## src/rtl/brg_prog.sv

```systemverilog
// brg_prog: programmable baud-rate generator; rx_tick every D+1 enabled cycles, tx_tick every OVERSAMPLE rx ticks.
// Define BRG_FRAC_EN to add a fractional accumulator whose carry stretches the next rx period to D+2 cycles.
module brg_prog #(
    parameter int SYS_CLK      = 20000000,
    parameter int DEFAULT_BAUD = 9600,
    parameter int OVERSAMPLE   = 16,
    parameter int DIV_W        = 16,
    parameter int FRAC_W       = 4
) (
    input  logic             clk,
    input  logic             reset,
    input  logic             enable,
    input  logic             div_load,
    input  logic [DIV_W-1:0] div_in,
`ifdef BRG_FRAC_EN
    input  logic [FRAC_W-1:0] frac_in,
`endif
    output logic [DIV_W-1:0] div_q,
    output logic             rx_tick,
    output logic             tx_tick,
    output logic             rx_baud_clk,
    output logic             tx_baud_clk
);

    localparam int OS_W = $clog2(OVERSAMPLE);
    localparam logic [DIV_W-1:0] DEF_DIV = DIV_W'(SYS_CLK / (DEFAULT_BAUD * OVERSAMPLE) - 1);
    localparam logic [OS_W-1:0]  OS_LAST = OS_W'(OVERSAMPLE - 1);

    if (OVERSAMPLE < 2) begin : g_bad_os
        $error("brg_prog: OVERSAMPLE must be at least 2");
    end
    if (FRAC_W < 1) begin : g_bad_frac
        $error("brg_prog: FRAC_W must be at least 1");
    end

    logic [DIV_W-1:0] div_d;
    logic [DIV_W-1:0] rx_cnt_q, rx_cnt_d;
    logic [OS_W-1:0]  os_cnt_q, os_cnt_d;
    logic             rx_tick_q, rx_tick_d;
    logic             tx_tick_q, tx_tick_d;
    logic             rx_clk_q, rx_clk_d;
    logic             tx_clk_q, tx_clk_d;
    logic             at_top;
    logic             stretch;
    logic             wrap;

`ifdef BRG_FRAC_EN
    logic [FRAC_W-1:0] frac_q, frac_d;
    logic [FRAC_W-1:0] acc_q, acc_d;
    logic              ext_q, ext_d;
    logic [FRAC_W:0]   acc_sum;

    assign acc_sum = {1'b0, acc_q} + {1'b0, frac_q};
    // A pending carry holds the counter at D for one extra cycle before wrapping.
    assign stretch = ext_q;
`else
    assign stretch = 1'b0;
`endif

    assign at_top = (rx_cnt_q == div_q);
    assign wrap   = at_top & ~stretch;

    always_comb begin
        div_d     = div_q;
        rx_cnt_d  = rx_cnt_q;
        os_cnt_d  = os_cnt_q;
        rx_tick_d = 1'b0;
        tx_tick_d = 1'b0;
        rx_clk_d  = rx_clk_q;
        tx_clk_d  = tx_clk_q;
`ifdef BRG_FRAC_EN
        frac_d    = frac_q;
        acc_d     = acc_q;
        ext_d     = ext_q;
`endif
        if (div_load) begin
            div_d    = div_in;
            rx_cnt_d = '0;
            os_cnt_d = '0;
`ifdef BRG_FRAC_EN
            frac_d   = frac_in;
            acc_d    = '0;
            ext_d    = 1'b0;
`endif
        end else if (enable) begin
            if (!at_top) begin
                rx_cnt_d = rx_cnt_q + 1'b1;
            end else if (wrap) begin
                rx_cnt_d  = '0;
                rx_tick_d = 1'b1;
                rx_clk_d  = ~rx_clk_q;
                if (os_cnt_q == OS_LAST) begin
                    os_cnt_d  = '0;
                    tx_tick_d = 1'b1;
                    tx_clk_d  = ~tx_clk_q;
                end else begin
                    os_cnt_d = os_cnt_q + 1'b1;
                end
`ifdef BRG_FRAC_EN
                acc_d = acc_sum[FRAC_W-1:0];
                ext_d = acc_sum[FRAC_W];
`endif
            end
`ifdef BRG_FRAC_EN
            else begin
                ext_d = 1'b0;
            end
`endif
        end
    end

    always_ff @(posedge clk) begin
        if (reset) begin
            div_q     <= DEF_DIV;
            rx_cnt_q  <= '0;
            os_cnt_q  <= '0;
            rx_tick_q <= 1'b0;
            tx_tick_q <= 1'b0;
            rx_clk_q  <= 1'b0;
            tx_clk_q  <= 1'b0;
`ifdef BRG_FRAC_EN
            frac_q    <= '0;
            acc_q     <= '0;
            ext_q     <= 1'b0;
`endif
        end else begin
            div_q     <= div_d;
            rx_cnt_q  <= rx_cnt_d;
            os_cnt_q  <= os_cnt_d;
            rx_tick_q <= rx_tick_d;
            tx_tick_q <= tx_tick_d;
            rx_clk_q  <= rx_clk_d;
            tx_clk_q  <= tx_clk_d;
`ifdef BRG_FRAC_EN
            frac_q    <= frac_d;
            acc_q     <= acc_d;
            ext_q     <= ext_d;
`endif
        end
    end

    assign rx_tick     = rx_tick_q;
    assign tx_tick     = tx_tick_q;
    assign rx_baud_clk = rx_clk_q;
    assign tx_baud_clk = tx_clk_q;

endmodule

```

## config.mk

```make
export PLATFORM = sky130hd
export DESIGN_NAME = brg_prog
export DESIGN_NICKNAME = d
export VERILOG_FILES = /design/src/rtl/brg_prog.sv
export SDC_FILE = /design/constraint.sdc
export NUM_CORES = 1
export LEC_CHECK = 0
export BUFFER_PORTS_ARGS = -buffer_cell sky130_fd_sc_hd__buf_2
export CAP_MARGIN = 15
export CORE_ASPECT_RATIO = 2
export CORE_MARGIN = 5
export CORE_UTILIZATION = 57
export CTS_BUF_LIST = sky130_fd_sc_hd__clkbuf_16
export CTS_CLUSTER_DIAMETER = 50
export CTS_CLUSTER_SIZE = 12
export DETAILED_ROUTE_END_ITERATION = 8
export PLACE_DENSITY = 0.83
export SLEW_MARGIN = 20
export SYNTH_ARGS = -nofsm -noshare
export SYNTH_HDL_FRONTEND = slang
export SYNTH_SLANG_ARGS = --single-unit
```

## constraint.sdc

```tcl
create_clock -name clk -period 3.2 [get_ports clk]
set_clock_uncertainty 0.1 [all_clocks]
set_input_delay 0.64 -clock clk [delete_from_list [all_inputs] [get_ports clk]]
set_output_delay 0.64 -clock clk [all_outputs]
set_load 0.02 [all_outputs]
```

==> impl_results.md <==
- Reg-to-Reg Start: rx_cnt_q[1]
- Worst slew pin tran: roughly 0.64 ns
- Post-synthesis cell type count: 35
- Die width: 49.59 µm
- Area delta synth->final: 18.84%
- Post-route cell area: 0.002123 mm²
- Area post-placement: 0.001989 mm²
- Post-synth ARST share: 0%
- I/O Buffers: 39
- Routability cong.: 0.8475
- Post-synth EDFFs: 0
- Critical-path maximum fanout: 16
- DPL Wire Length: between 2000 and 3000 µm
- Power per Cell Area: about 510 mW/mm²
- Overall global routing resource usage: approximately a fifth
- Top cell type's share of synthesized area: 44.82%
- Maximum clock frequency: 469.2 MHz
- Crit path kind: register to register
- DR vias: 1466
- Worst-skew pair later-pin latency: about 0.28 ns
- Number of I/O pins: 40
- Initial antenna violation count: 0
- Final nets: 250
- Setup Fix Bufs, Post-CTS: 0
- Worst Setup SP: rx_cnt_q[1]
- WL/cell: 14.53 µm
- Largest net degree at the start of global routing: 25
- Total CTS buffers: 5
- TritonCTS clock tree: built
- Critical-path top delay cell: o21ai_2
- Vias in the first global route: 1462
- DRT Wirelength: 3750 µm
- Hold Vio Cnt, Final: 0
- Clock period minus final worst setup slack: 2.131 ns
- TritonRoute pass-1 iters: 4
- P_leak: 0.9596 nW
- First-pass GRT wire length: 6423 µm
- Via density per instance: 5.682
- CTS Hold Bufs: 0
- Syn Area/Cell: 9.454 µm²
- Root Driver: clkbuf_16
- WHS: slightly below 0.4 ns
- Mapped Area: 0.001787 mm²
- Worst EP arrival: about 2.2 ns
- Share of the yosys chip area belonging to registers: 44.82%
- Status: finished clean
- Top post-synthesis cells by area: dfxtp_1 45%, xor2_1 11%, mux2i_1 8.4%
- Worst vdd ir: 0.4924 mV
- Detailed Route Iter0 Violations: 14
- Max stage delay on crit path: 0.63 ns
- CTS clk-pin slew, worst paths: around 0.05 ns
- Layout cell share with drive strength beyond 1: ~21%
- Initial Utilization: roughly 60%
- H-tree levels: 2
- Remaining Overflow, GRT: 0
- Register Area: 800.8 µm²
- RSZ-0062 raised after global routing: false
- Slew Viols, Final: 0
- Max-cap check violation count: 0
- Die height: 89.18 µm
- Slew margin rel.: 56.99%
- Final period util: between 60% and 70%
- Residual DRC: 0
- Setup_tns: 0 ns
- CTS-repair resized insts: 0
- Die area: 0.004422 mm²
- Core area: 0.002978 mm²
- # setup viols final: 0
- Multi-input logic area: about 950 µm²
- Main synth FF type: dfxtp_1
- Synth Instances: 189
- CP Cell Sequence: xor2_1 > nor4_1 > nand3_1 > o21ai_2 > nor2_1
- #FFs+latches synth: 40
- Synth area leader: dfxtp_1
- Worst Hold Class: register to register
- CP required: 3.24 ns
- Row count: 28
- Crit end category: register
- Post-synth net total: approximately 210
- Clock Path Buffers: 2
- Synth warnings: 0
- Antenna cells: 0
- Clock sink count: 40
- Post-route antenna net violation count: 0
- Crit path launch type: register
- Fillers: about 240
- Worst Hold Launch: rx_baud_clk
## path summary, 6_finish.rpt
check | endpoint | slack, ns | cells past startpoint
worst max-delay path | rx_cnt_q[1] | 1.07 | 5
worst min-delay path | rx_baud_clk | 0.39 | 2
worst max register to register | rx_cnt_q[1] | 1.07 | 5
worst min register to register | rx_baud_clk | 0.39 | 2
## cells by family after synthesis
kind of cell	count (synthesis)	synth area share (%)
AND/OR/NAND/NOR	77	21.99
flip-flops	40	44.82
XOR/XNOR	31	15.20
multiplexers	16	9.033
AO/OA/AOI/OAI	14	5.462
buffers and inverters	9	2.101
adder cells (fa/ha/maj)	2	1.400
## through the flow
step	cells	setup slack, ns	power [mW]	utilization (%)
final	258	1.069	1.073	71.30
after global routing	258	0.8372	1.121	71.30
after CTS	258	1.065	1.083	71.30
after detailed placement	251	1.077	0.6318	66.81
after global placement	251	1.121	0.6298	66.81
after floorplan	189	1.184	0.5969	-
## Yosys cell counts, drive strengths merged (2+ instances only)
cell type / count
xnor2: 9
nor2: 34
nor2b: 3
mux2i: 15
and2: 3
and3: 2
a211o: 2
buf: 4
clkbuf: 3
o21ai: 5
nand2: 8
inv: 2
ha: 2
nand4: 5
o211ai: 2
nand3: 4
o31ai: 2
xor2: 22
dfxtp: 40
nor3: 4
or4: 2
and4: 3
nor4: 5
## power by group
| part | switching (mW) | internal (mW) |
|---|---|---|
| clock | 0.173 | 0.279 |
| sequential | 0.0121 | 0.512 |
| combinational | 0.0575 | 0.0392 |
| total | 0.243 | 0.830 |
## layout by cell type (no fill, tap or decap), types with 2 or more instances in the layout
cell type	netlist	layout
o31ai_1	2	2
o211ai_1	2	2
dfxtp_1	40	40
inv_1	2	3
nor4_1	4	4
nand2_1	8	8
and4_1	3	3
clkbuf_16	0	5
ha_1	2	2
and3_1	2	2
nor2_1	34	34
xor2_1	22	22
and2_1	3	3
nor2b_1	3	3
nand4_1	5	5
xnor2_1	9	9
mux2i_1	15	15
o21ai_0	4	4
nand3_1	3	3
or4_1	2	2
nor3_1	4	4
buf_2	3	39
a211o_1	2	2
## per-layer routing
layer  share of wire, %  vias to the layer above  track usage, %
met1                 38                      687           20.84
met2                 54                       43           32.02
met3                5.5                       10           5.008
met4                2.7                        0           9.069
li1                   -                      726               -
met5                  0                        -               0
## flip-flops by register name, summed over array words and instances, names as in the netlist
register,flops
os_cnt_q,4
div_q,16
tx_tick,1
rx_cnt_q,16
rx_baud_clk,1
tx_baud_clk,1
rx_tick,1
## final cells by class
class	instances	area share (%)
multi-input combinational	140	44.67
sequential	40	37.71
timing repair buffer	39	9.193
clock buffer	5	5.893
tap	30	1.768
clock inverter	2	0.4125
inverter	2	0.3536
## critical path: cells and delay by family, from the launching register on
family	cells	cell delay, ns
AO/OA/AOI/OAI	1	0.63
AND/OR/NAND/NOR	3	0.76
XOR/XNOR	1	0.17
flip-flops	1	0.34
Power figures use the tool's default switching activity.
